**src/rtl/nibbler_mem_pkg.sv**
```systemverilog
// Shared widths, FSM encoding and requester ids for the nibbler RAM access path.
package nibbler_mem_pkg;

   localparam int DATA_WIDTH = 4;
   localparam int ADDR_WIDTH = 12;

   typedef enum logic [1:0] {
      ST_IDLE   = 2'd0,
      ST_SETUP  = 2'd1,
      ST_STROBE = 2'd2,
      ST_HOLD   = 2'd3
   } state_t;

   localparam logic PORT0 = 1'b0;
   localparam logic PORT1 = 1'b1;

endpackage

```
**src/rtl/rr_arbiter2.sv**
```systemverilog
// Two-way round-robin arbiter: a tie goes to the port that was not granted last.
module rr_arbiter2
   import nibbler_mem_pkg::*;
(
   input  logic [1:0] i_req,
   input  logic       i_last_grant,
   input  logic       i_grant_en,
   output logic [1:0] o_gnt,
   output logic       o_gnt_id
);

   // NOTE: every output gets a default first, so no path through the block infers a latch.
   always_comb begin
      o_gnt    = 2'b00;
      o_gnt_id = PORT0;
      if (i_grant_en) begin
         case (i_req)
            2'b01: begin
               o_gnt    = 2'b01;
               o_gnt_id = PORT0;
            end
            2'b10: begin
               o_gnt    = 2'b10;
               o_gnt_id = PORT1;
            end
            2'b11: begin
               o_gnt_id = ~i_last_grant;
               o_gnt    = i_last_grant ? 2'b01 : 2'b10;
            end
            default: ;
         endcase
      end
   end

endmodule

```
**src/rtl/ram_access_ctrl.sv**
```systemverilog
// Two-port access sequencer for the 4x4096 asynchronous RAM: every access is a
// registered setup/strobe/hold sequence so cs never overlaps an address or data change.
module ram_access_ctrl
   import nibbler_mem_pkg::*;
#(
   parameter int DATA_WIDTH = nibbler_mem_pkg::DATA_WIDTH,
   parameter int ADDR_WIDTH = nibbler_mem_pkg::ADDR_WIDTH
)(
   input  logic                  clk,
   input  logic                  reset,
   input  logic                  r0_req,
   input  logic                  r0_we,
   input  logic [ADDR_WIDTH-1:0] r0_addr,
   input  logic [DATA_WIDTH-1:0] r0_wdata,
   output logic                  r0_ack,
   output logic [DATA_WIDTH-1:0] r0_rdata,
   input  logic                  r1_req,
   input  logic                  r1_we,
   input  logic [ADDR_WIDTH-1:0] r1_addr,
   input  logic [DATA_WIDTH-1:0] r1_wdata,
   output logic                  r1_ack,
   output logic [DATA_WIDTH-1:0] r1_rdata,
   output logic [ADDR_WIDTH-1:0] ram_addr,
   output logic                  ram_cs,
   output logic                  ram_we,
   output logic [DATA_WIDTH-1:0] ram_dout,
   output logic                  ram_doe,
   input  logic [DATA_WIDTH-1:0] ram_din
);

   state_t                r_state, w_next_state;
   logic                  r_last_grant, w_last_grant;
   logic                  r_lat_id, w_lat_id;
   logic                  r_lat_we, w_lat_we;
   logic [ADDR_WIDTH-1:0] r_ram_addr, w_ram_addr;
   logic [DATA_WIDTH-1:0] r_ram_dout, w_ram_dout;
   logic                  r_ram_cs, w_ram_cs;
   logic                  r_ram_we, w_ram_we;
   logic                  r_ram_doe, w_ram_doe;
   logic                  r_r0_ack, w_r0_ack;
   logic                  r_r1_ack, w_r1_ack;
   logic [DATA_WIDTH-1:0] r_r0_rdata, w_r0_rdata;
   logic [DATA_WIDTH-1:0] r_r1_rdata, w_r1_rdata;

   logic [1:0]            w_gnt;
   logic                  w_gnt_id;
   logic                  w_sel_we;
   logic [ADDR_WIDTH-1:0] w_sel_addr;
   logic [DATA_WIDTH-1:0] w_sel_wdata;

   rr_arbiter2 u_arb (
      .i_req        ({r1_req, r0_req}),
      .i_last_grant (r_last_grant),
      .i_grant_en   (r_state == ST_IDLE),
      .o_gnt        (w_gnt),
      .o_gnt_id     (w_gnt_id)
   );

   assign w_sel_we    = (w_gnt_id == PORT1) ? r1_we    : r0_we;
   assign w_sel_addr  = (w_gnt_id == PORT1) ? r1_addr  : r0_addr;
   assign w_sel_wdata = (w_gnt_id == PORT1) ? r1_wdata : r0_wdata;

   // Outputs are computed for the state being entered, then registered.
   always_comb begin
      w_next_state = r_state;
      w_last_grant = r_last_grant;
      w_lat_id     = r_lat_id;
      w_lat_we     = r_lat_we;
      w_ram_addr   = r_ram_addr;
      w_ram_dout   = r_ram_dout;
      w_ram_cs     = 1'b0;
      w_ram_we     = r_ram_we;
      w_ram_doe    = r_ram_doe;
      w_r0_ack     = 1'b0;
      w_r1_ack     = 1'b0;
      w_r0_rdata   = r_r0_rdata;
      w_r1_rdata   = r_r1_rdata;

      case (r_state)
         ST_IDLE: begin
            w_ram_we  = 1'b0;
            w_ram_doe = 1'b0;
            if (|w_gnt) begin
               w_lat_id     = w_gnt_id;
               w_last_grant = w_gnt_id;
               w_lat_we     = w_sel_we;
               w_ram_addr   = w_sel_addr;
               w_ram_we     = w_sel_we;
               w_ram_doe    = w_sel_we;
               if (w_sel_we) begin
                  w_ram_dout = w_sel_wdata;
               end
               w_next_state = ST_SETUP;
            end
         end
         ST_SETUP: begin
            w_ram_cs     = 1'b1;
            w_next_state = ST_STROBE;
         end
         ST_STROBE: begin
            // RAM output is sampled on the edge that drops cs, while it is still driven.
            if (r_lat_id == PORT1) begin
               w_r1_ack = 1'b1;
               if (!r_lat_we) begin
                  w_r1_rdata = ram_din;
               end
            end else begin
               w_r0_ack = 1'b1;
               if (!r_lat_we) begin
                  w_r0_rdata = ram_din;
               end
            end
            w_next_state = ST_HOLD;
         end
         ST_HOLD: begin
            w_ram_we     = 1'b0;
            w_ram_doe    = 1'b0;
            w_next_state = ST_IDLE;
         end
         default: begin
            w_next_state = ST_IDLE;
         end
      endcase
   end

   // NOTE: sequential state uses non-blocking assignments so every register samples pre-edge values.
   always_ff @(posedge clk) begin
      if (reset) begin
         r_state      <= ST_IDLE;
         r_last_grant <= PORT1;
         r_lat_id     <= PORT0;
         r_lat_we     <= 1'b0;
         r_ram_addr   <= '0;
         r_ram_dout   <= '0;
         r_ram_cs     <= 1'b0;
         r_ram_we     <= 1'b0;
         r_ram_doe    <= 1'b0;
         r_r0_ack     <= 1'b0;
         r_r1_ack     <= 1'b0;
         r_r0_rdata   <= '0;
         r_r1_rdata   <= '0;
      end else begin
         r_state      <= w_next_state;
         r_last_grant <= w_last_grant;
         r_lat_id     <= w_lat_id;
         r_lat_we     <= w_lat_we;
         r_ram_addr   <= w_ram_addr;
         r_ram_dout   <= w_ram_dout;
         r_ram_cs     <= w_ram_cs;
         r_ram_we     <= w_ram_we;
         r_ram_doe    <= w_ram_doe;
         r_r0_ack     <= w_r0_ack;
         r_r1_ack     <= w_r1_ack;
         r_r0_rdata   <= w_r0_rdata;
         r_r1_rdata   <= w_r1_rdata;
      end
   end

   assign ram_addr = r_ram_addr;
   assign ram_cs   = r_ram_cs;
   assign ram_we   = r_ram_we;
   assign ram_dout = r_ram_dout;
   assign ram_doe  = r_ram_doe;
   assign r0_ack   = r_r0_ack;
   assign r1_ack   = r_r1_ack;
   assign r0_rdata = r_r0_rdata;
   assign r1_rdata = r_r1_rdata;

endmodule

```
**config.mk**
```make
export PLATFORM = sky130hd
export DESIGN_NAME = ram_access_ctrl
export DESIGN_NICKNAME = d
export VERILOG_FILES = /design/src/rtl/nibbler_mem_pkg.sv /design/src/rtl/rr_arbiter2.sv /design/src/rtl/ram_access_ctrl.sv
export SDC_FILE = /design/constraint.sdc
export NUM_CORES = 1
export LEC_CHECK = 0
export ABC_AREA = 0
export CORE_ASPECT_RATIO = 1.2
export CORE_UTILIZATION = 43
export CTS_BUF_LIST = sky130_fd_sc_hd__clkbuf_4 sky130_fd_sc_hd__clkbuf_8 sky130_fd_sc_hd__clkbuf_16
export DETAILED_ROUTE_END_ITERATION = 16
export GPL_TIMING_DRIVEN = 0
export PLACE_DENSITY = 0.95
export SETUP_SLACK_MARGIN = 0.1
export SYNTH_ARGS = -nofsm -noshare
export SYNTH_HDL_FRONTEND = slang
export SYNTH_SLANG_ARGS = --single-unit
```
**constraint.sdc**
```tcl
create_clock -name clk -period 2.4 [get_ports clk]
set_input_delay 0.24 -clock clk [delete_from_list [all_inputs] [get_ports clk]]
set_output_delay 0.24 -clock clk [all_outputs]
set_load 0.01 [all_outputs]
```
; ---- After elaboration in Yosys (flattened, before gate mapping)
; Index checks and enable logic that the tools add are counted.
; Widths: inputs -> output; s select.
[word_totals]
in_bits = 42
register_bits = 33
[op_classes]
bitwise = 4
reduce_logical = 8
n_mux = 15
eq_ne = 7
[ops]
columns = operator, n
row1 = $mux 12, 1
row2 = $reduce_and 3->1, 3
row3 = $eq 2x2->1 const B, 4
row4 = $pmux 2 s4, 1
row5 = $mux 1, 6
row6 = $mux 2, 3
row7 = $pmux 2 s3, 1
row8 = $eq 2x1->1 const B, 2
row9 = $mux 4, 1
row10 = $not 1->1, 4
row11 = $pmux 1 s2, 2
row12 = $reduce_or 2->1, 2
row13 = $logic_not 2->1, 1
row14 = $ne 2x2->1 const B, 1
row15 = $reduce_and 2->1, 1
row16 = $reduce_bool 2->1, 1

; ---- Logic depth before layout (Yosys ltp)
[logic_depth]
word_depth = 6
mapped_depth = 8

; ---- By module
; Synthesis repeated with hierarchy kept, for this count alone.
[hier_totals]
hier_cells = 146
hier_area_um2 = 1418.9
[by_module_without_submodules]
columns = mod, n_inst, area_each_um2, cells_each
row1 = ram_access_ctrl, 1, 1392.6, 140
row2 = rr_arbiter2, 1, 26.3, 6

; ---- Worst setup path after synthesis
; Ideal clock, no wire load.
[synth_path]
path_type = flip-flop to flip-flop
start = reg r_state[0]
end = reg r_ram_addr[1] (netlist: ram_addr[1])
slack_ps = 959
setup_time_ps = 91
required_time_ps = 2309
arrival_time_ps = 1350
path_stages_with_launch = 8
cell_sequence = dfxtp_1 inv_1 ha_1 buf_2 nor2b_1 buf_2 buf_2 a311oi_1
[synth_via]
elab_chain_len = 4
[synth_lines]
columns = item, line
row1 = from (decl), ram_access_ctrl.sv:31  ; state_t r_state, w_next_state;
row2 = from (signal assigned), ram_access_ctrl.sv:143  ; r_state <= w_next_state;
row3 = $logic_not 2->1 (*), "ram_access_ctrl.sv:54, ram_access_ctrl.sv:79"
row4 = $mux 2, rr_arbiter2.sv:16  ; if (i_grant_en) begin
row5 = $reduce_or 2->1, ram_access_ctrl.sv:83  ; if (|w_gnt) begin
row6 = $reduce_and 2->1 (no source line), n/a
row7 = to (signal assigned), ram_access_ctrl.sv:147  ; r_ram_addr <= w_ram_addr;
row8 = to (decl), ram_access_ctrl.sv:35  ; logic [ADDR_WIDTH-1:0] r_ram_addr, w_ram_addr;
; Mark *: on every way between the ends. The rest lies on a longest branch, timed or not.
; A chain may end at the register's enable or synchronous reset.

; ---- Worst setup path in the final report
[layout_path]
start = reg r_state[0]
end = reg r_ram_addr[2] (netlist: ram_addr[2])
; The elaborated chain is that of the path after synthesis.

==> results.toml <==
[outcome]
status = "finished clean"

[clock_network]
ctsHoldBuffers = 0
cts_tree = "yes"
h-tree-depth = 2
ctsResizeCount = 0
cts_buffer_depth = 2
post-cts-setup-buffers = 0
cts_made_buffers = 5
cts_num_sinks = 33
clk_pin_slew_ps = 100
cts_root_buffer = "clkbuf_4"
clock_latency_ps = 340

[timing]
rsz0062_at_grt = "no"
holdWs_ps = 458
hold_viol = 0
worst-slew-pin-transition_ps = 522
slew_headroom_pct = 65.2
tns_ps = 0
min_period_over_period_pct = 70.7
drv_slew = 0
period_minus_slack_ps = 1700
skew_ps = 9.71
fmax_mhz = 589
finalSetupViolCount = 0

[finish]
synthToLayoutAreaGrowth_pct = 56.4
fin_util_pct = 71.7
stdcell_area_um2 = 2230
drive_above_1_share_pct = 9.40
diodes = 0
nets = 280

[placement]
io_buffer_count = 70
place_area_um2 = 2170
gp_congestion = 0.727
dpl.hpwl_um = 2630

[global_route]
grt_max_degree = 11
grt_pass1_vias = 1341
antenna_found_initial = 0
overflow = 0
grt_pass1_wl_um = 5600
track_usage_pct = 21.8

[pwr]
ir_drop_mv = 0.623
p_per_area_nw_per_um2 = 953
design_power_total_mw = 2.13
leakage_nw = 0.903

[setup_path]
critPathSlowestCell = "dfxtp_1"
path_buf_inv = 3
reg2reg_from = "r_state[0]"
start_kind = "flop"
cp-startpoint = "r_state[0]"
critPathKind = "flop to flop"
critPathTopFamily = "buffers and inverters"
critical_path.max_fanout = 10
reg2reg_depth = 7
crit_chain = "inv_1 -> ha_1 -> buf_2 -> nand2_2 -> buf_4 -> nand2_1 -> a311oi_1"
required_ps = 2640
end_kind = "flop"
r2r-end = "ram_addr[2]"
cpPeakStageDelay_ps = 380
arrival_ps = 1930
reg2reg_slack_ps = 700
cp.depth = 7

[drt]
drtIter0Drc = 31
wirelength_um = 3550
wl_per_cell_um = 13.1
routed_via_density = 5.18
ant_nets = 0
first_pass_iters = 4
vias = 1398
drc = 0

[die]
dieWidth_um = 54.6
io_pins = 71
core_area_um2 = 3110
rows = 22
dieHeight_um = 65.1
die_area_um2 = 3550
start_util_pct = 45.9

[yosys]
synth_nets = 203
avgSynthCellArea_um2 = 9.09
syn_inst = 157
async_flop_share_pct = 0
synth-main-ff-cell = "dfxtp_1"
synth.most_common_cell = "dfxtp_1"
ys_ff_latch = 33
synth_top_cell_by_area = "dfxtp_1"
synth_top_area_share_pct = 46.3
synth_edf_count = 0
ys_warn_count = 0
yosysSeqAreaShare_pct = 46.3
netlist_top_cells_area = "dfxtp_1, a311oi_1, mux2i_1, nand2_1, nor2_1"
synthTopCellsByCount = "dfxtp_1, nand2_1, nor2_1, a311oi_1, mux2i_1"
post_synth_instance_area_um2 = 1430
synth_cell_types = 25

[worst_hold_path]
holdPathStages = 3
min_from = "r1_addr[9]"
min_path_type = "input port to flop"
holdPathEnd = "ram_addr[9]"

[flow_run]
cap_violations = 0
-- worst max-delay path by stage --
stage	end	slack, ps
floorplan	ram_addr[1]	960
global placement	ram_addr[2]	670
detailed placement	ram_addr[6]	580
CTS	ram_addr[6]	700
global route	ram_addr[6]	550
finish	ram_addr[2]	700
-- flip-flops by register name, indices dropped and copies added (netlist names) --
signal,cells
ram_dout,4
r_lat_we,1
ram_addr,12
r0_ack,1
r1_rdata,4
r1_ack,1
r_state,2
r_last_grant,1
r_lat_id,1
ram_cs,1
ram_doe,1
r0_rdata,4
-- per-stage QoR --
| stage | cells | setup slack, ps |
|---|---|---|
| 2_1_floorplan | 157 | 959 |
| 3_3_place_gp | 263 | 667 |
| 3_5_place_dp | 263 | 584 |
| 4_1_cts | 270 | 695 |
| 5_1_grt | 270 | 549 |
| 6_report | 270 | 703 |
-- tightest hold or removal path, delay by kind of cell --
| family | cells | cell delay, ps |
|---|---|---|
| buf+inv | 1 | 390 |
| compound gates | 1 | 70 |
| simple gates | 1 | 50 |
-- layout by cell type, fill, tap and decap left out --
cell / n
a311oi_2: 2
nor2_1: 23
a32o_1: 1
clkbuf_8: 1
nand2b_1: 1
ha_1: 4
nand3_1: 2
o21ai_0: 1
buf_6: 1
clkdlybuf4s50_1: 70
clkbuf_4: 6
nor3b_2: 1
buf_4: 4
buf_2: 4
a21boi_2: 1
and2_4: 1
mux2i_1: 12
inv_1: 2
dfxtp_1: 33
a21oi_1: 9
nor2b_1: 2
a311oi_1: 15
clkbuf_1: 3
nand3b_1: 1
and3b_1: 1
nor3b_1: 1
nand2_2: 1
nand2_1: 31
-- area by class of cell --
cell class                      instances  area (um^2)
Timing Repair Buffer                   70          701
Sequential cell                        33          661
Fill cell                             246          880
Tap cell                               36         45.0
Clock buffer                            7         58.8
Multi-Input combinational cell        110          686
Inverter                                2         7.51
Buffer                                 12         72.6
-- per-layer routing --
metal	global-route usage, %	share of wire (%)
met5	0	0
met4	11.2	1.8
met3	6.25	7.7
met2	37.8	49
met1	22.8	41
-- power breakdown --
| group | switching [mW] | internal, mW | leakage (nW) |
|---|---|---|---|
| combinational | 0.489 | 0.522 | 0.597 |
| clock | 0.183 | 0.149 | 0.0348 |
| sequential | 0.0843 | 0.697 | 0.271 |
-- cell families (layout without fill, tap and decap cells) --
logic type                 count (synthesis)  after routing  share of synthesized area (%)
buffers and inverters                     14             91                           5.61
DFF                                       33             33                           46.3
and+or+nand+nor                           65             65                           19.8
muxes                                     12             12                           8.42
AOI/OAI and AO/OA                         29             29                           16.3
adders and majority gates                  4              4                           3.51
Power figures use the tool's default switching activity.
